===== config.mk =====
export PLATFORM = sky130hd
export DESIGN_NAME = uart_tx_fifo_flat
export DESIGN_NICKNAME = d
export VERILOG_FILES = /design/src/rtl/uart_tx_fifo_if.sv /design/src/rtl/uart_tx_fifo.sv /design/src/flat_wrapper.sv
export SDC_FILE = /design/constraint.sdc
export NUM_CORES = 1
export LEC_CHECK = 0
export ABC_AREA = 1
export CAP_MARGIN = 5
export CORE_UTILIZATION = 65
export CTS_CLUSTER_DIAMETER = 150
export DETAILED_ROUTE_END_ITERATION = 10
export HOLD_SLACK_MARGIN = 0.05
export PLACE_DENSITY = 0.85
export SETUP_SLACK_MARGIN = 0.4
export SLEW_MARGIN = 5
export SYNTH_ARGS = -nofsm -noshare
export SYNTH_HDL_FRONTEND = slang
export SYNTH_SLANG_ARGS = --single-unit

===== constraint.sdc =====
create_clock -name clk_x4 -period 6 [get_ports clk_x4]
set_input_delay 0.6 -clock clk_x4 [delete_from_list [all_inputs] [get_ports clk_x4]]
set_output_delay 0.6 -clock clk_x4 [all_outputs]
set_load 0.005 [all_outputs]

===== src/rtl/uart_tx_fifo_if.sv =====
// rtl/uart_tx_fifo_if.sv - push-side and UART-side signal bundle for uart_tx_fifo
interface uart_tx_fifo_if #(
  parameter int DEPTH_LOG2 = 4
);
  // Producer side
  logic [7:0]          i_data;
  logic                i_valid;
  logic                i_flush;
  logic                o_full;
  logic                o_empty;
  logic [DEPTH_LOG2:0] o_count;
  logic                o_overflow;
  // UART side
  logic [7:0]          o_data;
  logic                o_valid;
  logic                i_busy;

  modport slave (
    input  i_data, i_valid, i_flush, i_busy,
    output o_full, o_empty, o_count, o_overflow, o_data, o_valid
  );

  modport master (
    output i_data, i_valid, i_flush, i_busy,
    input  o_full, o_empty, o_count, o_overflow, o_data, o_valid
  );
endinterface


===== src/rtl/uart_tx_fifo.sv =====
// rtl/uart_tx_fifo.sv - byte FIFO draining into a UART transmitter via valid/busy edge handshake
module uart_tx_fifo #(
  parameter int DEPTH_LOG2 = 4
) (
  input  logic          clk_x4,
  input  logic          rst_x,
  uart_tx_fifo_if.slave bus
);

  localparam int DEPTH = 2 ** DEPTH_LOG2;
  localparam logic [DEPTH_LOG2-1:0] PTR_ONE   = DEPTH_LOG2'(1);
  localparam logic [DEPTH_LOG2:0]   CNT_ONE   = (DEPTH_LOG2 + 1)'(1);
  localparam logic [DEPTH_LOG2:0]   CNT_DEPTH = (DEPTH_LOG2 + 1)'(DEPTH);

  typedef enum logic [1:0] {
    S_IDLE = 2'd0,
    S_REQ  = 2'd1,
    S_WAIT = 2'd2
  } state_t;

  state_t                state_q, state_d;
  logic [7:0]            mem_q [DEPTH];
  logic [DEPTH_LOG2-1:0] wr_ptr_q, wr_ptr_d;
  logic [DEPTH_LOG2-1:0] rd_ptr_q, rd_ptr_d;
  logic [DEPTH_LOG2:0]   count_q, count_d;
  logic                  overflow_q, overflow_d;
  logic [7:0]            data_q, data_d;
  logic                  valid_q, valid_d;
  logic                  busy_dly_q;

  logic full, empty, busy_rise, busy_fall, push, pop;

  // Status flags come from the registered count, so a pop this cycle
  // does not open room for a push in the same cycle.
  assign full      = (count_q == CNT_DEPTH);
  assign empty     = (count_q == '0);
  assign busy_rise = bus.i_busy & ~busy_dly_q;
  assign busy_fall = ~bus.i_busy & busy_dly_q;
  // A flush discards the same-cycle push as well as the queue.
  assign push      = bus.i_valid & ~full & ~bus.i_flush;

  // Drain FSM: loads a byte when the UART is ready and tracks the busy handshake
  always_comb begin
    state_d = state_q;
    data_d  = data_q;
    valid_d = valid_q;
    pop     = 1'b0;
    unique case (state_q)
      S_IDLE: begin
        if (!empty && !bus.i_flush) begin
          pop     = 1'b1;
          data_d  = mem_q[rd_ptr_q];
          valid_d = 1'b1;
          state_d = S_REQ;
        end
      end
      S_REQ: begin
        if (busy_rise) begin
          valid_d = 1'b0;
          state_d = S_WAIT;
        end
      end
      S_WAIT: begin
        if (busy_fall) begin
          // Chain the next byte on the very edge the frame ends.
          if (!empty && !bus.i_flush) begin
            pop     = 1'b1;
            data_d  = mem_q[rd_ptr_q];
            valid_d = 1'b1;
            state_d = S_REQ;
          end else begin
            state_d = S_IDLE;
          end
        end
      end
      default: begin
        valid_d = 1'b0;
        state_d = S_IDLE;
      end
    endcase
  end

  // Queue bookkeeping: pointers, occupancy and the sticky overflow flag
  always_comb begin
    wr_ptr_d   = wr_ptr_q;
    rd_ptr_d   = rd_ptr_q;
    count_d    = count_q;
    overflow_d = overflow_q;
    if (bus.i_flush) begin
      rd_ptr_d = wr_ptr_q;
      count_d  = '0;
    end else begin
      if (push) wr_ptr_d = wr_ptr_q + PTR_ONE;
      if (pop)  rd_ptr_d = rd_ptr_q + PTR_ONE;
      if (push && !pop) begin
        count_d = count_q + CNT_ONE;
      end else if (!push && pop) begin
        count_d = count_q - CNT_ONE;
      end
      if (bus.i_valid && full) overflow_d = 1'b1;
    end
  end

  // Storage array; contents need no reset because pointers gate every read
  always_ff @(posedge clk_x4) begin
    if (rst_x && push) begin
      mem_q[wr_ptr_q] <= bus.i_data;
    end
  end

  // State and control registers with synchronous active-low reset
  always_ff @(posedge clk_x4) begin
    if (!rst_x) begin
      state_q    <= S_IDLE;
      wr_ptr_q   <= '0;
      rd_ptr_q   <= '0;
      count_q    <= '0;
      overflow_q <= 1'b0;
      data_q     <= 8'h00;
      valid_q    <= 1'b0;
      busy_dly_q <= 1'b0;
    end else begin
      state_q    <= state_d;
      wr_ptr_q   <= wr_ptr_d;
      rd_ptr_q   <= rd_ptr_d;
      count_q    <= count_d;
      overflow_q <= overflow_d;
      data_q     <= data_d;
      valid_q    <= valid_d;
      busy_dly_q <= bus.i_busy;
    end
  end

  assign bus.o_full     = full;
  assign bus.o_empty    = empty;
  assign bus.o_count    = count_q;
  assign bus.o_overflow = overflow_q;
  assign bus.o_data     = data_q;
  assign bus.o_valid    = valid_q;

endmodule


===== src/flat_wrapper.sv =====
// flat-port wrapper written by rule: the top's interface ports become plain ports
module uart_tx_fifo_flat 
#(
  parameter int DEPTH_LOG2 = 4
)
  (clk_x4, rst_x, bus_i_data, bus_i_valid, bus_i_flush, bus_i_busy, bus_o_full, bus_o_empty, bus_o_count, bus_o_overflow, bus_o_data, bus_o_valid);
  uart_tx_fifo_if #(.DEPTH_LOG2(DEPTH_LOG2)) bus_i ();
  input  logic clk_x4;
  input  logic rst_x;
  input wire logic [$bits(bus_i.i_data)-1:0] bus_i_data;
  input wire logic [$bits(bus_i.i_valid)-1:0] bus_i_valid;
  input wire logic [$bits(bus_i.i_flush)-1:0] bus_i_flush;
  input wire logic [$bits(bus_i.i_busy)-1:0] bus_i_busy;
  output wire logic [$bits(bus_i.o_full)-1:0] bus_o_full;
  output wire logic [$bits(bus_i.o_empty)-1:0] bus_o_empty;
  output wire logic [$bits(bus_i.o_count)-1:0] bus_o_count;
  output wire logic [$bits(bus_i.o_overflow)-1:0] bus_o_overflow;
  output wire logic [$bits(bus_i.o_data)-1:0] bus_o_data;
  output wire logic [$bits(bus_i.o_valid)-1:0] bus_o_valid;
  assign bus_i.i_data = bus_i_data;
  assign bus_i.i_valid = bus_i_valid;
  assign bus_i.i_flush = bus_i_flush;
  assign bus_i.i_busy = bus_i_busy;
  assign bus_o_full = bus_i.o_full;
  assign bus_o_empty = bus_i.o_empty;
  assign bus_o_count = bus_i.o_count;
  assign bus_o_overflow = bus_i.o_overflow;
  assign bus_o_data = bus_i.o_data;
  assign bus_o_valid = bus_i.o_valid;
  uart_tx_fifo #(.DEPTH_LOG2(DEPTH_LOG2)) u_core (.clk_x4(clk_x4), .rst_x(rst_x), .bus(bus_i));
endmodule

== After elaboration in Yosys (flattened, before gate mapping) ==
Memories as Yosys holds them, arrays and structs flattened. A register that Yosys moved wholly into a read port is not among the register bits.
Cells that the tools add are included.

* Equal/unequal tests: 6
* Add/sub/neg operators: 4
* Reduce and logical (&&, ||, !) cells: 20
* Mux-type cells: 23
* Bitwise logic cells: 9

{| class="wikitable"
|+ Operators by type and width
! operator !! count
|-
| two-way mux 4 bit || 4
|-
| two-way mux 8 bit || 2
|-
| case mux 8 bit (2 select lines) || 1
|-
| two-way mux 5 bit || 2
|-
| adder 4 x 1 -> 4 bit, second input constant || 2
|-
| two-way mux 1 bit || 8
|-
| AND reduction 2 bit || 4
|-
| two-way mux 2 bit || 3
|-
| != test 2 x 1 -> 1 bit, second input constant || 3
|-
| case mux 2 bit (3 select lines) || 1
|-
| nonzero test 2 bit || 3
|-
| adder 5 x 1 -> 5 bit, second input constant || 1
|-
| equality test 5 bit, second input constant || 1
|-
| logical AND 1 bit || 5
|-
| zero test 5 bit || 1
|-
| inverter 1 bit || 5
|-
| subtractor 5 x 1 -> 5 bit, second input constant || 1
|-
| bitwise AND 1 bit || 4
|-
| zero test 1 bit || 4
|-
| case mux 1 bit (3 select lines) || 1
|-
| AND reduction 3 bit || 1
|-
| equality test 2 x 1 -> 1 bit, second input constant || 1
|-
| equality test 2 bit, second input constant || 1
|-
| zero test 2 bit || 1
|-
| 2 further kinds || 2
|}

* Input port bits: 13
* Memories kept: 1
* Output and inout bits: 17
* RAM bits: 128
* Register bits after elaboration: 26

{| class="wikitable"
|+ Memory list
! name !! depth !! width !! read ports !! clocked after Yosys merged registers in !! write ports !! line !! RTL
|-
| u_core.mem_q || 16 || 8 || 1 || 1 || 1 || uart_tx_fifo.sv:22 || <nowiki>logic [7:0] mem_q [DEPTH];</nowiki>
|}

== Logic depth before layout (Yosys ltp) ==
Gate-level depths: netlist (run 1).

* Word-level depth: 10
* Mapped depth: 15
* Depth with buffers taken out: 14

== Least setup slack after synthesis (run 1) ==
OpenSTA, ideal clock, no wires.

* Path kind: input -> register
* Start point: in bus_i_busy
* End point: reg u_core.count_q[3] (netlist: u_core.bus.o_count[3])
* Cell stages on the path: 13
* Setup time: 0.115 ns
* Path slack: 3.691 ns
* Data arrival time: 2.193 ns
* Required time: 5.885 ns
* Path through: inv_1 -> nand2_1 -> nand2_1 -> nand3_2 -> buf_6 -> ha_1 -> inv_1 -> ha_1 -> a21oi_1 -> nand2_1 -> xor2_1 -> o21ai_0 -> inv_1

* Longest elaborated chain between the ends: 7

{| class="wikitable"
|+ Ends and longest elaborated chain
! element !! line !! RTL
|-
| start: declaration || flat_wrapper.sv:13 || <nowiki>input wire logic [$bits(bus_i.i_busy)-1:0] bus_i_busy;</nowiki>
|-
| inverter 1 bit (*) || uart_tx_fifo.sv:38 || <nowiki>assign busy_fall = ~bus.i_busy & busy_dly_q;</nowiki>
|-
| bitwise AND 1 bit (*) || uart_tx_fifo.sv:38 ||
|-
| two-way mux 1 bit (*) || uart_tx_fifo.sv:64 || <nowiki>if (busy_fall) begin</nowiki>
|-
| case mux 1 bit (2 select lines) (*) || uart_tx_fifo.sv:48 || <nowiki>unique case (state_q)</nowiki>
|-
| zero test 1 bit || uart_tx_fifo.sv:95 || <nowiki>if (push && !pop) begin</nowiki>
|-
| logical AND 1 bit || uart_tx_fifo.sv:95 ||
|-
| two-way mux 5 bit or nonzero test 2 bit (tied branches) || n/a ||
|-
| end signal: assignment || uart_tx_fifo.sv:126 || <nowiki>count_q <= count_d;</nowiki>
|-
| end: declaration || uart_tx_fifo.sv:25 || <nowiki>logic [DEPTH_LOG2:0] count_q, count_d;</nowiki>
|}

Mark *: on every way between the ends. The rest lies on a longest branch, timed or not.
A chain may end at the register's enable or synchronous reset.

== Final worst setup path (run 1) ==
* Start point: in bus_i_flush
* End point: reg u_core.count_q[4] (netlist: u_core.bus.o_count[4])

* Longest elaborated chain between the ends: 8

{| class="wikitable"
|+ Ends and longest elaborated chain
! element !! line !! RTL
|-
| start: declaration || flat_wrapper.sv:12 || <nowiki>input wire logic [$bits(bus_i.i_flush)-1:0] bus_i_flush;</nowiki>
|-
| zero test 1 bit || uart_tx_fifo.sv:50, uart_tx_fifo.sv:66 ||
|-
| logical AND 1 bit || uart_tx_fifo.sv:50, uart_tx_fifo.sv:66 ||
|-
| two-way mux 1 bit || uart_tx_fifo.sv:50, uart_tx_fifo.sv:66 ||
|-
| two-way mux 1 bit || uart_tx_fifo.sv:64 ||
|-
| case mux 1 bit (2 select lines) || uart_tx_fifo.sv:48 ||
|-
| zero test 1 bit || uart_tx_fifo.sv:95 ||
|-
| logical AND 1 bit || uart_tx_fifo.sv:95 ||
|-
| two-way mux 5 bit or nonzero test 2 bit (tied branches) || n/a ||
|}

Several ways; a longest one is shown, not always the timed one.

==> metrics, run 1 <==
status=finished, final reports clean; DR WL/cell=18.20 microns; worst min path class=register to register; drt pass-1 iters=10; Placed Area=0.007217 sq mm; Final Max Tran Viols=0; drt initial violations=440; Post-route DRC=0; Clock Latency Late Sink=0.54 ns; largest family of logic cells by synthesized area=simple AND/OR/NAND/NOR gates; vias in the first global route=4795; PwrDens=330.4 mW/mm^2; die area=0.01108 sq mm; final setup vio count=0; RSZ-0062 raised after global routing=no; ANT cells=0; pin count of the biggest net entering global routing=66; crit path launch type=primary input; Post-synth EDFFs=128; most common cell in the netlist=nand2_1; worst relative slew slack=30.38%; DIE HEIGHT=105.3 microns; die width=105.3 microns; fmax=0.3745 GHz; Critical Path Fanout Max=17; wirelength, routed=16020 microns; I/O Pins=30; Initial Util=67.16%; Worst-Margin Slew=1.036 ns; CP Buf/Inv Count=2; Buffers on Ports=29; post-cts resize count=0; RePlAce Congestion=0.9208; critical path capture point type=register; skew final=0.01061 ns; Cell Area, Synth=0.006933 sq mm; post-layout minimum cycle time=2.670 ns; CTS buffer count=17; Final Instance Area=0.007790 sq mm; Cell variety after synth=27; RR Endpoint=u_core.bus.o_count[4]; most frequent cells after synthesis=nand2_1, edfxtp_1, inv_1; clk slew on worst S/H paths=0.07 ns; first-pass GRT wire length=24760 microns; setup TNS=0 ns; kind of cell adding the most delay to the critical path=simple AND/OR/NAND/NOR gates; CP endpoint=u_core.bus.o_count[4]; Via density=5.686; Worst VDD drop=235.0 uV; register area share after synthesis=64.10%; Syn Inst Count=709; multiplexer share of the synthesized area=0%; Setup WS post-layout=3.330 ns; TritonCTS clock tree=built; # rows=37; gr ovfl total=0; WP data arrival=3.13 ns; leak pwr=3.254 nW; CP max stage delay=0.53 ns; area share of and/or/nand/nor cells after synthesis=21.98%; Post-Syn Nets=732; area fraction of the dominant cell type after synthesis=55.44%; ys flop type=edfxtp_1; synth top area cells=edfxtp_1, nand2_1, dfxtp_1; final HPWL from detailed placement=9880 microns; critical path startpoint=bus_i_flush; Place WS=2.885 ns; Compound-Gate Fraction of Synth Area=2.743%; H-Tree Depth=4; DR vias=5004; Post-Synth Adder-Cell Area=1.913%; Final period util=44.51%; WS Path Type=primary input to register; worst reg2reg setup slack=3.47 ns; critical path, cell by cell=clkdlybuf4s50_1 -> nor2_1 -> nand3_2 -> ha_1 -> inv_1 -> ha_1 -> a21oi_1 -> nor2_1 -> nor2_1 -> nand2_1 -> nand2_1 -> nand2_1 -> a21oi_1; Reg2Reg Launch Point=u_core.bus.o_count[1]; post-route ant nets=0; CTS sink count=158; final net count=754; Cells after DPL=848; cell count along the critical path=13; Root Buffer=clkbuf_8; Req. time, crit path=6.46 ns; critical path's slowest cell=clkdlybuf4s50_1; ys async rst share=0%; hold_buf cts=0; total power=0.002573 W; Syn Area/Cell=9.778 sq um; layout cells sized above 1=6.183%; synth-to-layout area growth=12.36%; Core Region=0.01032 sq mm; Setup Buffers After CTS=0; Synth area leader=edfxtp_1; CTS max path bufs=2; Post-Layout Cell Count=880; cells on worst reg2reg path=13; YS warnings=0; final hold violations=0; maxcap violations=0; xor/xnor share of the synthesized area=0.6317%; GRT Total Usage=30.84%; flops & latches, synth=158; initial antenna violation count=0
metrics by stage:
stage / util, % / hold WS (ns)
global route: 75.46 / 0.5303
CTS: 75.46 / 0.4993
detailed placement: 69.91 / 0.4821
global placement: 69.91 / 0.4751
finish: 75.46 / 0.4983
floorplan: - / 0.4591
flip-flops by register name, summed over array words and instances, names as in the netlist, named ones only:
signal                 cells
u_core.state_q             2
u_core.bus.o_count         5
u_core.bus.o_valid         1
u_core.bus.o_overflow      1
u_core.mem_q             128
u_core.busy_dly_q          1
u_core.bus.o_data          8
u_core.wr_ptr_q            4
u_core.rd_ptr_q            4
layout by cell type, fill, tap and decap left out, drive strengths merged:
cell	n
clkdlybuf4s50	29
edfxtp	128
inv	114
xor2	3
o21ai	10
dfxtp	30
a21oi	25
nor2	22
xnor2	2
nor3b	1
clkbuf	17
clkinv	5
nor3	4
nand2	236
nand3	97
nand4	2
bufinv	2
o21bai	1
fa	1
o211ai	1
ha	9
buf	2
clkinvlp	2
or2	1
cell families (layout without fill, tap and decap cells):
logic type	after synthesis	after routing
compound gates	37	37
flops	158	158
simple gates	363	363
xor+xnor	5	5
fa+ha+maj	10	10
buf+inv	136	171
where the power goes:
group          switching [W]  leakage, nW  internal, W  total, W
clock               0.000440        0.281     0.000598   0.00104
combinational       0.000196         1.58     0.000109  0.000305
sequential         0.0000200         1.40      0.00121   0.00123
tightest hold or removal path: stages (launching register included):
cell and delay [ns]:
dfxtp_1 0.34, a21oi_1 0.04, nor2_1 0.08
metal layers:
layer / GRT usage [%] / vias to the layer above / part of all wire [%]
li1: - / 2337 / -
met1: 37.60 / 2356 / 38
met2: 51.79 / 258 / 50
met3: 6.122 / 53 / 7.8
met4: 17.10 / 0 / 4.0
met5: 0 / - / 0
worst min-delay path by stage:
stage,end,from,depth (start not counted)
floorplan,u_core.bus.o_valid,u_core.state_q[0],1
global placement,u_core.bus.o_overflow,u_core.bus.o_overflow,2
detailed placement,u_core.bus.o_overflow,u_core.bus.o_overflow,2
CTS,u_core.bus.o_overflow,u_core.bus.o_overflow,2
global route,u_core.bus.o_overflow,u_core.bus.o_overflow,2
finish,u_core.bus.o_overflow,u_core.bus.o_overflow,2
final cells by class:
| type | count | area [sq um] |
|---|---|---|
| clock buffer | 17 | 414.1 |
| clock inverter | 15 | 158.9 |
| fill | 685 | 2534 |
| inverter | 108 | 405.4 |
| multi-input combinational | 415 | 1891 |
| sequential | 158 | 4446 |
| tap | 136 | 170.2 |
| timing repair buffer | 31 | 305.3 |
Note: power is estimated with default switching activity, not from simulation.
==> run 2, diff against run 1 <==
--- a/config.mk
+++ b/config.mk
@@ -7,11 +7,11 @@
 export LEC_CHECK = 0
 export ABC_AREA = 1
 export CAP_MARGIN = 5
-export CORE_UTILIZATION = 65
+export CORE_UTILIZATION = 54
 export CTS_CLUSTER_DIAMETER = 150
 export DETAILED_ROUTE_END_ITERATION = 10
 export HOLD_SLACK_MARGIN = 0.05
-export PLACE_DENSITY = 0.85
+export PLACE_DENSITY = 0.75
 export SETUP_SLACK_MARGIN = 0.4
 export SLEW_MARGIN = 5
 export SYNTH_ARGS = -nofsm -noshare
==> constraint.sdc (replaced) <==
create_clock -name clk_x4 -period 2.3 [get_ports clk_x4]
set_input_delay 0.23 -clock clk_x4 [delete_from_list [all_inputs] [get_ports clk_x4]]
set_output_delay 0.23 -clock clk_x4 [all_outputs]
set_load 0.005 [all_outputs]
==> metrics, run 2 (same netlist as run 1, synthesis figures left out) <==
# rows=41 (was 37); Worst VDD drop=603.4 uV (was 235.0 uV); hold_buf cts=0 (unchanged); pin count of the biggest net entering global routing=65 (was 66); Logic pwr share=13.1% (was 11.9%); skew final=0.007381 ns (was 0.01061 ns); maxcap violations=0 (unchanged); crit path launch type=register (was primary input); CTS sink count=158 (unchanged); Final period util=86.78%; RSZ-0062 raised after global routing=yes (was no); GRT Total Usage=26.01% (was 30.84%); WP data arrival=2.35 ns (was 3.13 ns); Via density=5.354 (was 5.686); Req. time, crit path=2.66 ns (was 6.46 ns); Final Max Tran Viols=0 (unchanged); PwrDens=843.5 mW/mm^2 (was 330.4 mW/mm^2); CP max stage delay=0.36 ns (was 0.53 ns); final setup vio count=0 (unchanged); Buffers on Ports=29 (unchanged); Sw Ratio=25.08% (was 25.49%); Placed Area=0.007527 sq mm (was 0.007217 sq mm); fmax=0.5010 GHz; Post-route DRC=0 (unchanged); clk slew on worst S/H paths=0.06 ns (was 0.07 ns); H-Tree Depth=4 (unchanged); area of the multi-input gates=0.001961 sq mm (was 0.001891 sq mm); Seq pwr share=45.6% (was 47.8%); final hold violations=0 (unchanged); kind of cell adding the most delay to the critical path=simple AND/OR/NAND/NOR gates (unchanged); Reg with most FFs=u_core.mem_q (unchanged); status=finished, final reports clean (unchanged); switching power=0.001759 W (was 0.0006559 W); CP Buf/Inv Count=1 (was 2); I/O Pins=30 (unchanged); gr ovfl total=0 (unchanged); TritonCTS clock tree=built (unchanged); cell internal pwr=0.005257 W (was 0.001918 W); synth-to-layout area growth=19.98% (was 12.36%); Final Instance Area=0.008318 sq mm (was 0.007790 sq mm); post-route ant nets=0 (unchanged); vias in the first global route=4941 (was 4795); ANT cells=0 (unchanged); wirelength, routed=16090 microns (was 16020 microns); hold_ws=0.3714 ns (was 0.4983 ns); critical path capture point type=register (unchanged); Place WS=0.001007 ns (was 2.885 ns); drt initial violations=455 (was 440); Critical Path Fanout Max=4 (was 17); clock share of power=41.2% (was 40.4%); critical path, cell by cell=nor2_4 -> nand4_4 -> nand3_4 -> ha_4 -> inv_6 -> fa_2 -> a21oi_2 -> nor2_1 -> nor2_1 -> nand2_1 -> nand2_2 -> nand2_1 -> a21oi_2 (was clkdlybuf4s50_1 -> nor2_1 -> nand3_2 -> ha_1 -> inv_1 -> ha_1 -> a21oi_1 -> nor2_1 -> nor2_1 -> nand2_1 -> nand2_1 -> nand2_1 -> a21oi_1); critical path's slowest cell=fa_2 (was clkdlybuf4s50_1); DIE HEIGHT=115.3 microns (was 105.3 microns); DR vias=5151 (was 5004); Setup WS post-layout=0.3041 ns (was 3.330 ns); Core Region=0.01257 sq mm (was 0.01032 sq mm); drt pass-1 iters=5 (was 10); RePlAce Congestion=0.9286 (was 0.9208); setup TNS=0 ns (unchanged); Initial Util=55.16% (was 67.16%); die area=0.01330 sq mm (was 0.01108 sq mm); final HPWL from detailed placement=10050 microns (was 9880 microns); WS Path Type=register to register (was primary input to register); worst min path class=primary input to register (was register to register); CTS max path bufs=2 (unchanged); layout cells sized above 1=13.80% (was 6.183%); first-pass GRT wire length=24940 microns (was 24760 microns); DR WL/cell=16.72 microns (was 18.20 microns); fill cell count=948 (was 685); Root Buffer=clkbuf_16 (was clkbuf_8); worst relative slew slack=45.82% (was 30.38%); Clock Latency Late Sink=0.43 ns (was 0.54 ns); commonest non-fill, non-tap cell in the layout=nand2_1 (unchanged); leak pwr=3.522 nW (was 3.254 nW); die width=115.3 microns (was 105.3 microns); post-layout minimum cycle time=1.996 ns; CTS buffer count=17 (unchanged); Worst-Margin Slew=0.8102 ns (was 1.036 ns); total power=0.007016 W (was 0.002573 W); max FFs per register=128 (unchanged); initial antenna violation count=0 (unchanged); most frequent cells in the layout=nand2_1, edfxtp_1, inv_1 (unchanged); register area=0.004457 sq mm (was 0.004446 sq mm); final net count=800 (was 754)
## run 2: per-layer routing
layer | global-route usage, % | wire length, microns | share of wire, %
met3 | 5.535 | 1162 | 7.2
met2 | 43.23 | 8224 | 51
met1 | 31.77 | 6145 | 38
met5 | 0 | 0 | 0
met4 | 14.29 | 555 | 3.4
## run 2: power by group through the flow
stage	clock (W)	sequential [W]	combinational, W
6_report	0.00289	0.00320	0.000921
5_1_grt	0.00303	0.00321	0.00101
4_1_cts	0.00291	0.00320	0.000862
3_5_place_dp	0	0.00327	0.000813
3_3_place_gp	0	0.00326	0.000786
2_1_floorplan	0	0.00326	0.000509
## run 2: final cells by class
cell class	count	area share [%]
multi-input combinational	415	23.57
sequential	158	53.58
inverter	108	4.934
clock inverter	15	2.211
timing repair buffer	77	8.002
tap	172	2.587
clock buffer	17	5.114
## run 2: final timing paths
kind	startpoint	end	slack, ns	cells after the start
worst max-delay path	u_core.bus.o_count[0]	u_core.bus.o_count[4]	0.30	13
worst min-delay path	bus_i_busy	u_core.busy_dly_q	0.37	3
worst max register to register	u_core.bus.o_count[0]	u_core.bus.o_count[4]	0.30	13
worst min register to register	u_core.state_q[0]	u_core.bus.o_valid	0.51	1
## run 2: timing repair
action,4_1_cts,5_1_grt
setup buffers,12,6
setup endpoints to repair,3,96
gates resized for setup,7,13
pin swaps,1,7
gates cloned,0,0
## run 2: stage by stage
stage / utilization [%] / std cells
6_report: 66.18 / 962
5_1_grt: 66.18 / 962
3_5_place_dp: 59.89 / 912
2_1_floorplan: - / 709
4_1_cts: 65.55 / 956
3_3_place_gp: 59.89 / 912
## run 2: tightest hold or removal path: cells and delay by family
kind / cells / cell delay (ns)
buffers and inverters: 2 / 0.46
and+or+nand+nor: 1 / 0.07
==> run 3, diff against run 2 <==
--- a/config.mk
+++ b/config.mk
@@ -6,6 +6,7 @@
 export NUM_CORES = 1
 export LEC_CHECK = 0
 export ABC_AREA = 1
+export ABC_CLOCK_PERIOD_IN_PS = 2300
 export CAP_MARGIN = 5
 export CORE_UTILIZATION = 54
 export CTS_CLUSTER_DIAMETER = 150
==> results of run 3 <==
Same layout as run 2: the final DEF is identical, and so are final timing and power.
